`config.mk`:
```
export PLATFORM = sky130hd
export DESIGN_NAME = writeback_queue
export DESIGN_NICKNAME = d
export VERILOG_FILES = /design/src/rtl/definitions_pkg.sv /design/src/rtl/wb_fifo.sv /design/src/rtl/writeback_queue.sv
export SDC_FILE = /design/constraint.sdc
export NUM_CORES = 1
export LEC_CHECK = 0
export CORE_MARGIN = 4
export CORE_UTILIZATION = 45
export CTS_BUF_LIST = sky130_fd_sc_hd__clkbuf_16
export CTS_CLUSTER_DIAMETER = 200
export DETAILED_ROUTE_END_ITERATION = 10
export PLACE_DENSITY = 0.65
export SLEW_MARGIN = 5
export SYNTH_ARGS = -nofsm -noshare
export SYNTH_HDL_FRONTEND = slang
export SYNTH_SLANG_ARGS = --single-unit
```
`constraint.sdc`:
```
create_clock -name clk_i -period 8.2 [get_ports clk_i]
set_clock_uncertainty 0.05 [all_clocks]
set_input_delay 0.82 -clock clk_i [delete_from_list [all_inputs] [get_ports clk_i]]
set_output_delay 0.82 -clock clk_i [all_outputs]
set_load 0.01 [all_outputs]
```
`src/rtl/definitions_pkg.sv`:
```
// Shared integer-datapath types and sizing for the writeback path.
package definitions_pkg;

    localparam int XLEN     = 32;
    localparam int WB_DEPTH = 4;

    typedef logic [4:0]      reg_e;
    typedef logic [XLEN-1:0] word_st;

    typedef struct packed {
        reg_e   rd_a;
        word_st rd_d;
    } wb_entry_st;

endpackage

```
`src/rtl/wb_fifo.sv`:
```
// Circular buffer with two ordered push ports (port 0 older) and one pop port.
// Exposes storage, per-slot valid mask and read pointer for the forwarding search.
module wb_fifo
    import definitions_pkg::*;
#(
    parameter  int DEPTH = WB_DEPTH,
    localparam int PTR_W = $clog2(DEPTH),
    localparam int CNT_W = $clog2(DEPTH + 1)
) (
    input  logic                   clk_i,
    input  logic                   rst_i,
    input  logic                   push0_i,
    input  wb_entry_st             push0_e_i,
    input  logic                   push1_i,
    input  wb_entry_st             push1_e_i,
    input  logic                   pop_i,
    output wb_entry_st             head_o,
    output wb_entry_st [DEPTH-1:0] entries_o,
    output logic [DEPTH-1:0]       valid_o,
    output logic [PTR_W-1:0]       rd_ptr_o,
    output logic [CNT_W-1:0]       count_o
);

    wb_entry_st [DEPTH-1:0] mem_q;
    logic [DEPTH-1:0]       valid_q, valid_d;
    logic [PTR_W-1:0]       wr_ptr_q, wr_ptr_d, wr_ptr1;
    logic [PTR_W-1:0]       rd_ptr_q, rd_ptr_d;
    logic [CNT_W-1:0]       count_q, count_d;

    // Port 1 lands behind port 0 when both push; alone it takes the write slot.
    always_comb begin
        wr_ptr1  = push0_i ? wr_ptr_q + PTR_W'(1) : wr_ptr_q;
        wr_ptr_d = wr_ptr_q + PTR_W'(push0_i) + PTR_W'(push1_i);
        rd_ptr_d = rd_ptr_q + PTR_W'(pop_i);
        count_d  = count_q + CNT_W'(push0_i) + CNT_W'(push1_i) - CNT_W'(pop_i);
        valid_d  = valid_q;
        if (pop_i)   valid_d[rd_ptr_q] = 1'b0;
        if (push0_i) valid_d[wr_ptr_q] = 1'b1;
        if (push1_i) valid_d[wr_ptr1]  = 1'b1;
    end

    always_ff @(posedge clk_i or negedge rst_i) begin
        if (!rst_i) begin
            wr_ptr_q <= '0;
            rd_ptr_q <= '0;
            count_q  <= '0;
            valid_q  <= '0;
        end else begin
            wr_ptr_q <= wr_ptr_d;
            rd_ptr_q <= rd_ptr_d;
            count_q  <= count_d;
            valid_q  <= valid_d;
        end
    end

    always_ff @(posedge clk_i) begin
        if (push0_i) mem_q[wr_ptr_q] <= push0_e_i;
        if (push1_i) mem_q[wr_ptr1]  <= push1_e_i;
    end

    assign head_o    = mem_q[rd_ptr_q];
    assign entries_o = mem_q;
    assign valid_o   = valid_q;
    assign rd_ptr_o  = rd_ptr_q;
    assign count_o   = count_q;

endmodule

```
`src/rtl/writeback_queue.sv`:
```
// Register file write side: arbitrates ALU/LSU writebacks into an in-order queue,
// retires one entry per cycle and forwards still-pending values to decode.
module writeback_queue
    import definitions_pkg::*;
#(
    parameter  int DEPTH = WB_DEPTH,
    localparam int CNT_W = $clog2(DEPTH + 1)
) (
    input  logic             clk_i,
    input  logic             rst_i,
    input  logic             alu_valid_i,
    output logic             alu_ready_o,
    input  reg_e             alu_rd_a_i,
    input  word_st           alu_rd_d_i,
    input  logic             lsu_valid_i,
    output logic             lsu_ready_o,
    input  reg_e             lsu_rd_a_i,
    input  word_st           lsu_rd_d_i,
    output logic             rd_we_o,
    output reg_e             rd_a_o,
    output word_st           rd_d_o,
    input  reg_e             rs1_a_i,
    input  reg_e             rs2_a_i,
    output logic             rs1_hit_o,
    output word_st           rs1_d_o,
    output logic             rs2_hit_o,
    output word_st           rs2_d_o,
    output logic [CNT_W-1:0] count_o
);

    localparam int PTR_W = $clog2(DEPTH);

    wb_entry_st             alu_e, lsu_e, head, out_q, out_d;
    wb_entry_st [DEPTH-1:0] entries;
    logic [DEPTH-1:0]       valid;
    logic [PTR_W-1:0]       rd_ptr;
    logic [CNT_W-1:0]       count, free;
    logic                   alu_push, lsu_push, q_busy, f_push0, f_push1;
    logic                   rd_we_q, rd_we_d;

    assign free        = CNT_W'(DEPTH) - count;
    assign lsu_ready_o = (free != '0);
    assign alu_ready_o = (free >= CNT_W'(2)) | ((free == CNT_W'(1)) & !lsu_valid_i);

    // x0 requests are acknowledged but never take a slot.
    assign lsu_push = lsu_valid_i & lsu_ready_o & (lsu_rd_a_i != '0);
    assign alu_push = alu_valid_i & alu_ready_o & (alu_rd_a_i != '0);
    assign q_busy   = (count != '0);

    assign lsu_e.rd_a = lsu_rd_a_i;
    assign lsu_e.rd_d = lsu_rd_d_i;
    assign alu_e.rd_a = alu_rd_a_i;
    assign alu_e.rd_d = alu_rd_d_i;

    // With an empty queue the oldest incoming entry bypasses straight into the output register.
    assign f_push0 = q_busy & lsu_push;
    assign f_push1 = q_busy ? alu_push : (lsu_push & alu_push);

    wb_fifo #(.DEPTH(DEPTH)) u_fifo (
        .clk_i     (clk_i),
        .rst_i     (rst_i),
        .push0_i   (f_push0),
        .push0_e_i (lsu_e),
        .push1_i   (f_push1),
        .push1_e_i (alu_e),
        .pop_i     (q_busy),
        .head_o    (head),
        .entries_o (entries),
        .valid_o   (valid),
        .rd_ptr_o  (rd_ptr),
        .count_o   (count)
    );

    always_comb begin
        rd_we_d = q_busy | lsu_push | alu_push;
        out_d   = out_q;
        if (q_busy)        out_d = head;
        else if (lsu_push) out_d = lsu_e;
        else if (alu_push) out_d = alu_e;
    end

    always_ff @(posedge clk_i or negedge rst_i) begin
        if (!rst_i) begin
            rd_we_q <= 1'b0;
            out_q   <= '0;
        end else begin
            rd_we_q <= rd_we_d;
            out_q   <= out_d;
        end
    end

    assign rd_we_o = rd_we_q;
    assign rd_a_o  = out_q.rd_a;
    assign rd_d_o  = out_q.rd_d;
    assign count_o = count;

    // Walk oldest to youngest so the youngest match overrides; output register ranks below all.
    function automatic logic [XLEN:0] fwd(input reg_e rs, input logic out_we, input wb_entry_st out_e,
                                          input wb_entry_st [DEPTH-1:0] ents, input logic [DEPTH-1:0] vld,
                                          input logic [PTR_W-1:0] rptr);
        logic             hit;
        word_st           d;
        logic [PTR_W-1:0] idx;
        hit = 1'b0;
        d   = '0;
        if (rs != '0) begin
            if (out_we && (out_e.rd_a == rs)) begin
                hit = 1'b1;
                d   = out_e.rd_d;
            end
            for (int i = 0; i < DEPTH; i++) begin
                idx = rptr + PTR_W'(i);
                if (vld[idx] && (ents[idx].rd_a == rs)) begin
                    hit = 1'b1;
                    d   = ents[idx].rd_d;
                end
            end
        end
        return {hit, d};
    endfunction

    assign {rs1_hit_o, rs1_d_o} = fwd(rs1_a_i, rd_we_q, out_q, entries, valid, rd_ptr);
    assign {rs2_hit_o, rs2_d_o} = fwd(rs2_a_i, rd_we_q, out_q, entries, valid, rd_ptr);

endmodule

```
# After elaboration in Yosys (flattened, before gate mapping)
# Cells that the tools add are included.
# Widths: inputs -> output; s select.
# op_classes
addsub,11
multipliers,0
div_mod_pow,0
n_lt_le_gt_ge,10
eq_ne,11
shift,0
n_mux,62
bitwise_logic,14
reduce_logical,21
# op_table
op,count
$mux 32,12
$mux 37,9
$bmux 37 s2,4
$bwmux 148,2
$mux 148,2
$demux 37 s2,2
$eq 5x5->1,10
$mux 1,20
$reduce_bool 5->1,4
$lt 2x3->1 const B,6
$logic_and 1x1->1,13
$mux 4,3
$reduce_bool 3->1,3
$bmux 1 s2,4
$or 4x4->4,2
$and 1x1->1,7
$add 2x1->2,3
$add 3x1->3,2
$demux 1 s2,3
$ge 2x1->1 const B,3
$add 2x1->2 const B,2
$add 2x2->2 const B,2
$and 4x4->4,1
$not 4->4,1
other kinds (7),9
# word_totals
register_bits,197
latch_bits,0
mem_bits_rw,0
romBits,0
inputBits,88
output_inout_bits,109
elab_cells,144
memories,0

# Depth between registers and ports, before layout
# logic_depth
ltp_word,12
ltp_mapped,17
depth_no_buf,12

# By module
# Synthesis repeated with hierarchy kept, for this count alone.
# hier_totals
hier_cells,1889
area_unflattened_um2,17639.4
# modules_own_cells
mod,n_inst,cells_each,area_each_um2,seq_area_each_um2
writeback_queue,1,1310,9232.6,950.9
wb_fifo,1,579,8406.8,3238.1

# Worst setup path before layout
# OpenSTA, ideal clock, no wires.
# synth_timing
path_type,register to output
from,"register u_fifo.rd_ptr_q[0], in the netlist u_fifo.rd_ptr_o[0]"
to,output rs2_d_o[16]
arrival_ns,4.113
required_time_ns,7.330
setup_slack_ns,3.217
path_stages_with_launch,17
path_buffers,7
cell_sequence,dfrtp_1 -> buf_6 -> buf_4 -> buf_4 -> buf_2 -> buf_2 -> inv_1 -> ha_1 -> buf_6 -> mux4_2 -> xor2_1 -> nor4_4 -> nand3_2 -> a211oi_4 -> buf_6 -> a221oi_1 -> a21oi_1
# synth_between
elab_chain_len,9
elab_cells_between_ends,32
cone_classes,add/sub (3); eq/ne (4); mux (21); reduce/logical (4)
# synth_lines
item,line,rtl
from (decl),wb_fifo.sv:27,"logic [PTR_W-1:0] rd_ptr_q, rd_ptr_d;"
from (signal assigned),wb_fifo.sv:50,rd_ptr_q <= rd_ptr_d;
$add 2x1->2 or $bmux 37 s2 (tied branches),"writeback_queue.sv:112, writeback_queue.sv:113, writeback_queue.sv:115",
$bmux 37 s2 or $mux 37 (tied branches),"writeback_queue.sv:113, writeback_queue.sv:115",
$mux 37 (implied by the code) or $eq 5x5->1 (tied branches),"writeback_queue.sv:115, writeback_queue.sv:113",
$eq 5x5->1 or $logic_and 1x1->1 (tied branches),writeback_queue.sv:113,if (vld[idx] && (ents[idx].rd_a == rs)) begin
$logic_and 1x1->1 or $mux 32 (tied branches),writeback_queue.sv:113,
$mux 32 (2 in series),writeback_queue.sv:113,
$mux 32 *,writeback_queue.sv:113,
$mux 32 *,writeback_queue.sv:106,if (rs != '0) begin
to (decl),writeback_queue.sv:27,"output word_st rs2_d_o,"
# Every way passes the cells marked *; elsewhere a longest branch is shown, timed or not. The select of a mux whose other input is x is not followed.

# Final worst setup path
# layout_timing
from,"register u_fifo.rd_ptr_q[1], in the netlist u_fifo.rd_ptr_o[1]"
to,output rs2_d_o[21]
# The elaborated chain is that of the path after synthesis.

==> impl_summary.log <==
[metrics] average wire per standard cell: 26.2 µm
[metrics] startpoint-to-endpoint class of the critical path: reg2out
[metrics] Async S/R FF share, synth: 0.249
[metrics] tightest slew margin relative to the limit: 0.189
[metrics] number of antenna violations at the first check in global routing: 0
[metrics] Final nets: 2000
[metrics] Floorplan Core Area: 34900 µm²
[metrics] standard-cell row count: 68
[metrics] met2 track demand over resource: 0.403
[metrics] H-tree Lvls: 4
[metrics] top-area cell type share of the netlist area: 0.184
[metrics] Bufs on Longest Clock Path: 2
[metrics] Worst R2R Setup Slack: 3.90 ns
[metrics] max-slew violation count: 0
[metrics] syn_nets: 1937
[metrics] depth of the worst register-to-register path: 12
[metrics] commonest cells in the netlist: sky130_fd_sc_hd__nand2_1, sky130_fd_sc_hd__o21ai_0, sky130_fd_sc_hd__mux2i_1
[metrics] top-count cell post-synth: sky130_fd_sc_hd__nand2_1
[metrics] pwr/cell area: 545 nW/µm²
[metrics] sequential-to-total area share from yosys stat: 0.260
[metrics] RSZ-0062 raised after global routing: false
[metrics] final antenna diode count: 0
[metrics] endpoint of the lowest-slack register-to-register path: u_fifo.entries_o[116]
[metrics] post-CTS clock slew at the launch and capture registers of the worst setup and hold paths: 0.08 ns
[metrics] final-report hold violation count: 0
[metrics] startpoint of the most critical register-to-register path: u_fifo.count_o[1]
[metrics] minimum clock period: 6.78 ns
[metrics] Synthesis Warnings: 0
[metrics] routed via count: 15400
[metrics] crit path capture type: output pin
[metrics] Hold-fix buffers, CTS: 0
[metrics] root buffer selected by CTS: sky130_fd_sc_hd__clkbuf_16
[metrics] Top Usage Layer GRT: met1
[metrics] Port Buffer Count: 196
[metrics] share of final-layout standard cells stronger than drive strength 1: 0.131
[metrics] final period utilization: 0.827
[metrics] number of CTS-inserted buffers: 17
[metrics] die height: 197 µm
[metrics] fmax: 147 MHz
[metrics] die outline area: 38800 µm²
[metrics] Detailed Route WL: 61900 µm
[metrics] count of antenna-violating nets left after detailed routing: 0
[metrics] Crit path arrival time: 5.91 ns
[metrics] post-synthesis sequential element count: 197
[metrics] maximum number of pins on one net before global-route repair: 136
[metrics] synthesized instance count: 1832
[metrics] synthesis-to-layout area growth: 16.4%
[metrics] average vias per placed instance: 6.53
[metrics] mapped cell area: 16100 µm²
[metrics] data required time at the worst endpoint: 7.33 ns
[metrics] via count of the first global-routing pass: 13900
[metrics] worst slew pin tran: 1.22 ns
[metrics] number of ports placed on the die boundary: 197
[metrics] initial drt markers: 2257
[metrics] later-pin clock latency in the skew report: 0.47 ns
[metrics] cell leakage power: 7.61 nW
[metrics] number of buffers added for setup after CTS: 0
[metrics] mean instance size in the synthesized netlist: 8.78 µm²
[metrics] path class of the lowest-slack min-delay path: in2async
[metrics] EDFF count, synth: 0
[metrics] Initial Utilization: 0.461
[metrics] floorplan die width: 197 µm
[metrics] sum of overflow across all layers after global routing: 0
[metrics] hpwl dp: 45100 µm
[metrics] routing usage on met3: 0.107
[metrics] number of distinct library cell variants in the gate-level netlist after synthesis: 66
[metrics] cell accounting for the most synthesized area: sky130_fd_sc_hd__dfxtp_1
[metrics] dominant cells by area after synthesis: sky130_fd_sc_hd__dfxtp_1, sky130_fd_sc_hd__mux4_2, sky130_fd_sc_hd__mux2i_1
[metrics] Initial DRT Pass Iterations: 6
[metrics] DRC viols: 0
[metrics] number of instances resized during post-cts repair: 0
[metrics] Final setup viols: 0
[metrics] VDD IR max: 0.323 mV
[metrics] Layout Utilization: 0.537
[metrics] setup tns final: 0 ns
[metrics] launching element type of the critical path: flip-flop
[metrics] M1 GR Usage: 0.495
[metrics] gr usage total: 0.309
[metrics] first-pass GRT wire length: 91600 µm
[metrics] global placer's final weighted congestion: 0.977
[metrics] Max Cap Viol: 0
[metrics] outcome: finished clean
[metrics] clock tree from TritonCTS: yes
[metrics] ys flop type: sky130_fd_sc_hd__dfxtp_1
[metrics] worst-path maximum fanout: 39
[metrics] count of clock tree sinks: 197
-- stage by stage --
step / setup WS [ns] / std cells / power [mW] / hold WS [ns] / area [µm²]
after floorplan: 3.22 / 1832 / 6.50 / 0.468 / 16100
after global placement: 2.17 / 2331 / 8.93 / 0.479 / 18100
after detailed placement: 2.09 / 2331 / 9.05 / 0.477 / 18100
after CTS: 1.57 / 2363 / 9.96 / 0.478 / 18700
after global routing: 1.15 / 2363 / 10.7 / 0.493 / 18700
final: 1.42 / 2363 / 10.2 / 0.430 / 18700
-- worst max path at each step --
stage / cells after the start / to / slack, ns / from
after floorplan: 16 / rs2_d_o[16] / 3.22 / u_fifo.rd_ptr_o[0]
after global placement: 10 / rs2_d_o[30] / 2.17 / u_fifo.rd_ptr_o[1]
after detailed placement: 10 / rs2_d_o[21] / 2.09 / u_fifo.rd_ptr_o[1]
after CTS: 10 / rs2_d_o[30] / 1.57 / u_fifo.rd_ptr_o[1]
after global routing: 10 / rs2_d_o[21] / 1.15 / u_fifo.rd_ptr_o[1]
final: 10 / rs2_d_o[21] / 1.42 / u_fifo.rd_ptr_o[1]
-- final cells by class --
cell class                      count  area, µm²
Sequential cell                   197       4190
Timing Repair Buffer              221       2160
Clock inverter                     15        170
Multi-Input combinational cell   1436      11100
Clock buffer                       17        425
Inverter                           22       82.6
Fill cell                        3198      16200
Tap cell                          455        569
-- report_power, final --
part	leakage, nW	switching (mW)	internal [mW]
Combinational	5.49	4.00	3.07
Clock	0.300	0.435	0.459
Sequential	1.82	0.731	1.51
-- cells by family (layout without fill, tap and decap cells) --
family / Yosys count / count (layout) / share of synthesized area
AO/OA/AOI/OAI: 517 / 517 / 0.197
XOR/XNOR: 56 / 56 / 0.0305
adder cells (fa/ha/maj): 17 / 17 / 0.0146
buffers and inverters: 199 / 275 / 0.0540
flip-flops: 197 / 197 / 0.260
multiplexers: 341 / 341 / 0.301
AND/OR/NAND/NOR: 505 / 505 / 0.142
-- registers in the layout (all words and copies together), names as in the netlist --
signal            count
u_fifo.wr_ptr_q       2
rd_d_o               32
u_fifo.count_o        3
rd_a_o                5
u_fifo.rd_ptr_o       2
rd_we_o               1
u_fifo.entries_o    148
u_fifo.valid_o        4
-- critical path, cell delays in order (launching register included) --
cell	delay [ns]
sky130_fd_sc_hd__dfrtp_2	0.97
sky130_fd_sc_hd__inv_1	0.21
sky130_fd_sc_hd__ha_4	0.62
sky130_fd_sc_hd__mux4_2	0.42
sky130_fd_sc_hd__xor2_1	0.16
sky130_fd_sc_hd__nor3_1	0.28
sky130_fd_sc_hd__nand3_1	0.66
sky130_fd_sc_hd__o21ai_2	0.95
sky130_fd_sc_hd__o221ai_1	0.24
sky130_fd_sc_hd__a31oi_1	0.30
sky130_fd_sc_hd__clkdlybuf4s50_1	0.61
-- metal layers --
metal,up-vias,routed length [µm]
li1,6900,-
met3,67,8900
met5,-,0
met1,7447,27900
met2,1008,24300
met4,0,820
-- placed cells by master, fill, tap and decap left out, drive strengths merged, types with 28 or more instances in the layout --
master and n:
mux2i 189, xnor2 39, dfrtp 49, and3 33
inv 28, o21ai 198, dfxtp 148, a21oi 137
mux4 110, a31oi 33, nor2 158, clkdlybuf4s50 195
nand2 199, mux2 42
Note: power is estimated with default switching activity, not from simulation.
